### src/rtl/seq_mult_param_if.sv
// Handshake and operand/result bundle for the parametrised sequential multiplier.
interface seq_mult_param_if #(
  parameter int unsigned WIDTH = 24
);
  logic                   start;
  logic                   signed_mode;
  logic                   abort;
  logic [WIDTH-1:0]       A;
  logic [WIDTH-1:0]       B;
  logic [2*WIDTH-1:0]     ResultBus;
  logic                   ready;
  logic                   busy;
  logic                   done;

  modport master (
    output start, signed_mode, abort, A, B,
    input  ResultBus, ready, busy, done
  );

  modport slave (
    input  start, signed_mode, abort, A, B,
    output ResultBus, ready, busy, done
  );
endinterface

### src/rtl/seq_mult_param.sv
// Shift-add multiplier, one multiplier bit per clock, LSB first; signed operands
// are multiplied as magnitudes and the sign is applied in a final FIX cycle.
module seq_mult_param #(
  parameter int unsigned WIDTH = 24
) (
  input logic              clk,
  input logic              rst,
  seq_mult_param_if.slave  bus
);
  localparam int unsigned CW = (WIDTH > 2) ? $clog2(WIDTH) : 1;

  typedef enum logic [1:0] {IDLE, CALC, FIX} state_t;

  state_t               state, state_nx;
  logic                 neg;
  logic [WIDTH-1:0]     mcand;
  logic [2*WIDTH-1:0]   acc;
  logic [CW-1:0]        cnt;
  logic [2*WIDTH-1:0]   result;
  logic                 done_q;

  logic [WIDTH-1:0]     mag_a, mag_b;
  logic [WIDTH:0]       psum;
  logic                 last;

  always_comb begin
    mag_a = (bus.signed_mode && bus.A[WIDTH-1]) ? -bus.A : bus.A;
    mag_b = (bus.signed_mode && bus.B[WIDTH-1]) ? -bus.B : bus.B;
    // Multiplier bits sit in the low half of acc and are consumed from bit 0.
    psum  = {1'b0, acc[2*WIDTH-1:WIDTH]} + (acc[0] ? {1'b0, mcand} : '0);
    last  = (cnt == CW'(WIDTH - 1));
  end

  always_comb begin
    state_nx = state;
    case (state)
      IDLE: if (bus.start) state_nx = CALC;
      CALC: begin
        if (bus.abort)  state_nx = IDLE;
        else if (last)  state_nx = FIX;
      end
      FIX:     state_nx = IDLE;
      default: state_nx = IDLE;
    endcase
  end

  always_ff @(posedge clk or negedge rst) begin
    if (!rst) state <= IDLE;
    else      state <= state_nx;
  end

  always_ff @(posedge clk or negedge rst) begin
    if (!rst) begin
      neg    <= 1'b0;
      mcand  <= '0;
      acc    <= '0;
      cnt    <= '0;
      result <= '0;
      done_q <= 1'b0;
    end else begin
      done_q <= 1'b0;
      case (state)
        IDLE: begin
          if (bus.start) begin
            neg   <= bus.signed_mode & (bus.A[WIDTH-1] ^ bus.B[WIDTH-1]);
            mcand <= mag_a;
            acc   <= {{WIDTH{1'b0}}, mag_b};
            cnt   <= '0;
          end
        end
        CALC: begin
          if (!bus.abort) begin
            acc <= {psum, acc[WIDTH-1:1]};
            cnt <= cnt + CW'(1);
          end
        end
        FIX: begin
          if (!bus.abort) begin
            result <= neg ? -acc : acc;
            done_q <= 1'b1;
          end
        end
        default: ;
      endcase
    end
  end

  assign bus.ResultBus = result;
  assign bus.ready     = (state == IDLE);
  assign bus.busy      = (state != IDLE);
  assign bus.done      = done_q;
endmodule

### src/flat_wrapper.sv
// flat-port wrapper written by rule: the top's interface ports become plain ports
module seq_mult_param_flat 
#(
  parameter int unsigned WIDTH = 24
)
  (clk, rst, bus_start, bus_signed_mode, bus_abort, bus_A, bus_B, bus_ResultBus, bus_ready, bus_busy, bus_done);
  seq_mult_param_if #(.WIDTH(WIDTH)) bus_i ();
  input logic clk;
  input logic rst;
  input wire logic [$bits(bus_i.start)-1:0] bus_start;
  input wire logic [$bits(bus_i.signed_mode)-1:0] bus_signed_mode;
  input wire logic [$bits(bus_i.abort)-1:0] bus_abort;
  input wire logic [$bits(bus_i.A)-1:0] bus_A;
  input wire logic [$bits(bus_i.B)-1:0] bus_B;
  output wire logic [$bits(bus_i.ResultBus)-1:0] bus_ResultBus;
  output wire logic [$bits(bus_i.ready)-1:0] bus_ready;
  output wire logic [$bits(bus_i.busy)-1:0] bus_busy;
  output wire logic [$bits(bus_i.done)-1:0] bus_done;
  assign bus_i.start = bus_start;
  assign bus_i.signed_mode = bus_signed_mode;
  assign bus_i.abort = bus_abort;
  assign bus_i.A = bus_A;
  assign bus_i.B = bus_B;
  assign bus_ResultBus = bus_i.ResultBus;
  assign bus_ready = bus_i.ready;
  assign bus_busy = bus_i.busy;
  assign bus_done = bus_i.done;
  seq_mult_param #(.WIDTH(WIDTH)) u_core (.clk(clk), .rst(rst), .bus(bus_i));
endmodule
### config.mk
export PLATFORM = sky130hd
export DESIGN_NAME = seq_mult_param_flat
export DESIGN_NICKNAME = d
export VERILOG_FILES = /design/src/rtl/seq_mult_param_if.sv /design/src/rtl/seq_mult_param.sv /design/src/flat_wrapper.sv
export SDC_FILE = /design/constraint.sdc
export NUM_CORES = 1
export LEC_CHECK = 0
export ABC_AREA = 0
export CAP_MARGIN = 20
export CORE_MARGIN = 2
export CORE_UTILIZATION = 56
export CTS_CLUSTER_DIAMETER = 30
export CTS_CLUSTER_SIZE = 40
export DETAILED_ROUTE_END_ITERATION = 10
export GPL_TIMING_DRIVEN = 1
export PLACE_DENSITY = 0.87
export SETUP_SLACK_MARGIN = 0.05
export SLEW_MARGIN = 5
export SYNTH_ARGS = -nofsm -noshare
export SYNTH_HDL_FRONTEND = slang
export SYNTH_SLANG_ARGS = --single-unit
### constraint.sdc
create_clock -name clk -period 3.2 [get_ports clk]
set_input_delay 0.32 -clock clk [delete_from_list [all_inputs] [get_ports clk]]
set_output_delay 0.32 -clock clk [all_outputs]
set_load 0.02 [all_outputs]
==> impl_metrics.py <==
metrics = {
    "outcome": {
        "outcome": "finished clean",
    },
    "yosys": {
        "syn_inst": 943,
        "synth_top_cell_area_share_pct": 40.0,
        "postSynthRegisterBits": 129,
        "share_of_the_yosys_chip_area_belonging_to_registers_pct": 40.0,
        "net_count_of_the_mapped_netlist": 1025,
        "synth_area_per_cell_um2": 8.56,
        "synth_cell_type_count": 59,
        "synthDominantAreaCellType": "sky130_fd_sc_hd__dfrtp_1",
        "asyncSetResetFlopFracSynth_pct": 100,
        "post_synth_instance_area_um2": 8080,
        "post_synth_main_area_contributors": "sky130_fd_sc_hd__dfrtp_1 (40%), sky130_fd_sc_hd__xor2_1 (8.7%), sky130_fd_sc_hd__o21ai_0 (8.1%), sky130_fd_sc_hd__nand2_1 (7.2%), sky130_fd_sc_hd__ha_1 (4.3%)",
        "synth-edff-count": 0,
        "ys_warn_count": 0,
        "ys_dominant_reg_cell": "sky130_fd_sc_hd__dfrtp_1",
    },
    "setup_path": {
        "critical_path.startpoint_type": "register",
        "worst_r2r_startpoint": "u_core.acc[0]",
        "timing.critical_path.required_ps": 3540,
        "critPathMaxStageDelay_ps": 610,
        "worstSetupEndpointType": "register",
        "data_arrival_time_of_the_worst_path_ps": 3270,
        "critPathSlowestCell": "sky130_fd_sc_hd__dfrtp_2",
        "crit_path_start": "u_core.acc[0]",
        "worst_path_cell_trace": "and2_1 -> ha_1 -> inv_1 -> fa_1 -> nand2b_1 -> a21oi_1 -> o21ai_0 -> o21a_2 -> o21ai_0 -> a2111oi_1 -> a21oi_1",
        "crit_path_max_fanout": 27,
        "critical_path_class": "register to register",
    },
    "power_and_ir_drop": {
        "powerDensity_nw_per_um2": 687,
        "power_share_of_the_sequential_group_pct": 36.2,
        "clkPwrFrac_pct": 29.0,
        "power.share.combinational_pct": 34.8,
        "power.ir.vdd_worst_mv": 0.482,
        "p_leak_nw": 4.24,
        "internal-power_mw": 4.20,
        "power.share.switching_pct": 38.6,
        "p_switching_mw": 2.65,
    },
    "timing": {
        "worst-slew-pin-transition_ps": 901,
        "timing.fmax_mhz": 341,
        "setup_repair_after_global_routing_missed_its_margin": "false",
        "worst_clock_skew_ps": 6.94,
        "slew_viol_final": 0,
        "setup_total_negative_slack_ps": 0,
        "hold_viol": 0,
        "post-route-period-util_pct": 91.6,
        "post-route-min-period_ps": 2930,
        "setup_viol": 0,
        "slew_headroom_pct": 39.9,
    },
    "die": {
        "chipHeight_um": 124,
        "io_pins": 104,
        "die_area_um2": 15400,
        "core.rowCount": 43,
        "core-area_um2": 14000,
        "die_w_um": 124,
        "initial_core_util_pct": 57.7,
    },
    "layout": {
        "final_common_cell": "sky130_fd_sc_hd__nand2_1",
        "areaGrowthSynthToFinish_pct": 23.4,
        "stdcell_area_um2": 9970,
        "layout_common_cells": "sky130_fd_sc_hd__nand2_1 (153), sky130_fd_sc_hd__o21ai_0 (130), sky130_fd_sc_hd__dfrtp_1 (128)",
        "final_layout_size_suffix_gt1_share_pct": 7.31,
        "antennaDiodeCount": 0,
        "nNetsFinal": 1123,
    },
    "detailed_routing": {
        "drt_first_iter_violations": 611,
        "drc_errors": 0,
        "viasPerCell": 5.87,
        "drtPass1Iterations": 5,
        "via_count": 7243,
        "average_wire_per_cell_in_the_routed_design_um": 16.9,
        "final_antenna_net_count": 0,
        "wirelength_um": 20800,
    },
    "grt": {
        "grt_util_all_layers_pct": 28.7,
        "maximum_number_of_pins_on_one_net_before_global_route_repair": 58,
        "grt_pass1_wl_um": 34400,
        "grt-ovfl-total": 0,
        "grt_pass1_vias": 6931,
        "number_of_antenna_violations_at_the_first_check_in_global_routing": 0,
    },
    "place": {
        "numPortBuffers": 103,
        "hpwl_um": 15100,
        "routabilityCongestion": 0.909,
        "post_dp_cell_area_um2": 9340,
    },
    "cts": {
        "tritoncts_clock_tree": "built",
        "clkLatencyLatePin_ps": 420,
        "ctsHtreeMaxLevel": 4,
        "clock_sinks": 129,
        "numCtsBuffers": 17,
        "cts_buffer_depth": 2,
        "clock-root-buffer": "sky130_fd_sc_hd__clkbuf_16",
        "post_cts_buffers": 0,
        "cts.clk_slew.worst_paths_ps": 60,
    },
    "worst_hold_path": {
        "hold_class": "primary input to async pin",
    },
    "run": {
        "drv.max_cap_violation_count": 0,
    },
}
## layer usage
metal  vias to the layer above  wire [µm]  track usage (%)  share of wire, %
met1                      3429       9550             41.1                46
met2                       267       9620             45.2                46
met5                         -          0                0                 0
met4                         0        249             8.08               1.2
met3                        27       1400             4.58               6.7
li1                       3520          -                -                 -
## area by class of cell
class	count	area (µm²)
multi-input combinational	748	4590
fill	1071	4020
sequential	129	3230
timing repair buffer	125	1230
clock buffer	19	453
tap	180	225
clock inverter	12	158
inverter	20	75.1
## what timing repair did
item                       CTS  global route
hold endpoints to repair    48             0
gates resized for setup      0             3
setup endpoints to repair    0             8
hold buffers                 1             0
## sequential cells by signal, summed over array words and instances, names as in the netlist
register              flops
u_core.acc               48
u_core.bus.ResultBus     48
u_core.bus.done           1
u_core.cnt                5
u_core.mcand             24
u_core.neg                1
u_core.state              2
## per-stage QoR
step	hold WS (ps)	util (%)	total power, mW	instances	worst slack, ps
final	469	71.2	6.85	1233	267
after global routing	512	71.2	7.25	1233	51.2
after CTS	475	71.2	6.81	1233	77.1
after detailed placement	382	66.8	4.78	1201	112
after global placement	380	66.8	4.68	1201	257
after floorplan	24.4	-	4.01	943	501
## cells by family after synthesis
group	count (synthesis)	synth area share, %
compound gates	289	21.1
buf+inv	66	3.25
flops	129	40.0
fa+ha+maj	29	4.59
simple gates	321	19.2
xor+xnor	108	11.7
mux	1	0.124
## power groups by stage
| stage | Clock [mW] | Sequential (mW) | Combinational [mW] |
|---|---|---|---|
| floorplan | 0 | 2.28 | 1.73 |
| global placement | 0 | 2.45 | 2.24 |
| detailed placement | 0 | 2.47 | 2.31 |
| CTS | 2.00 | 2.45 | 2.35 |
| global route | 2.07 | 2.52 | 2.66 |
| finish | 1.99 | 2.48 | 2.38 |
## worst max-delay path: cells and delay by family (launching register included)
kind / cells / cell delay (ps)
AO/OA/AOI/OAI: 6 / 1170
flip-flops: 1 / 610
adder cells (fa/ha/maj): 2 / 590
AND/OR/NAND/NOR: 2 / 410
buffers and inverters: 1 / 70
## final timing paths
check                                            to  slack (ps)  depth (start not counted)
max in group asynchronous  u_core.bus.ResultBus[29]        1790                          3
min in group clk                    u_core.mcand[6]         470                          2
setup reg to reg                     u_core.acc[47]         270                         11
hold / removal                        u_core.cnt[4]         470                          2
setup / recovery                     u_core.acc[47]         270                         11
hold reg to reg                     u_core.mcand[6]         470                          2
## synthesized netlist by cell type (2+ instances only)
master / n
sky130_fd_sc_hd__a2111oi_0: 2
sky130_fd_sc_hd__a211oi_1: 2
sky130_fd_sc_hd__a21boi_0: 2
sky130_fd_sc_hd__a21o_1: 8
sky130_fd_sc_hd__a21oi_1: 61
sky130_fd_sc_hd__a221oi_1: 4
sky130_fd_sc_hd__a22o_1: 3
sky130_fd_sc_hd__a31oi_1: 9
sky130_fd_sc_hd__and2_1: 30
sky130_fd_sc_hd__and3_1: 4
sky130_fd_sc_hd__and4_1: 2
sky130_fd_sc_hd__buf_1: 2
sky130_fd_sc_hd__buf_6: 2
sky130_fd_sc_hd__clkbuf_1: 42
sky130_fd_sc_hd__dfrtp_1: 129
sky130_fd_sc_hd__ha_1: 28
sky130_fd_sc_hd__inv_1: 19
sky130_fd_sc_hd__nand2_1: 154
sky130_fd_sc_hd__nand2b_1: 8
sky130_fd_sc_hd__nand3_1: 9
sky130_fd_sc_hd__nand3b_1: 2
sky130_fd_sc_hd__nand4_1: 7
sky130_fd_sc_hd__nor2_1: 46
sky130_fd_sc_hd__nor2b_1: 5
sky130_fd_sc_hd__nor3_1: 14
sky130_fd_sc_hd__nor4_1: 4
sky130_fd_sc_hd__o211ai_1: 4
sky130_fd_sc_hd__o21a_1: 2
sky130_fd_sc_hd__o21ai_0: 130
sky130_fd_sc_hd__o21ai_1: 19
sky130_fd_sc_hd__o21bai_1: 2
sky130_fd_sc_hd__o22ai_1: 4
sky130_fd_sc_hd__o31ai_1: 16
sky130_fd_sc_hd__o31ai_2: 2
sky130_fd_sc_hd__o41ai_1: 9
sky130_fd_sc_hd__o41ai_2: 3
sky130_fd_sc_hd__or2_2: 2
sky130_fd_sc_hd__or3_1: 15
sky130_fd_sc_hd__or3_4: 2
sky130_fd_sc_hd__or4_1: 7
sky130_fd_sc_hd__or4_4: 4
sky130_fd_sc_hd__xnor2_1: 28
sky130_fd_sc_hd__xor2_1: 80
Note: power is estimated with default switching activity, not from simulation.
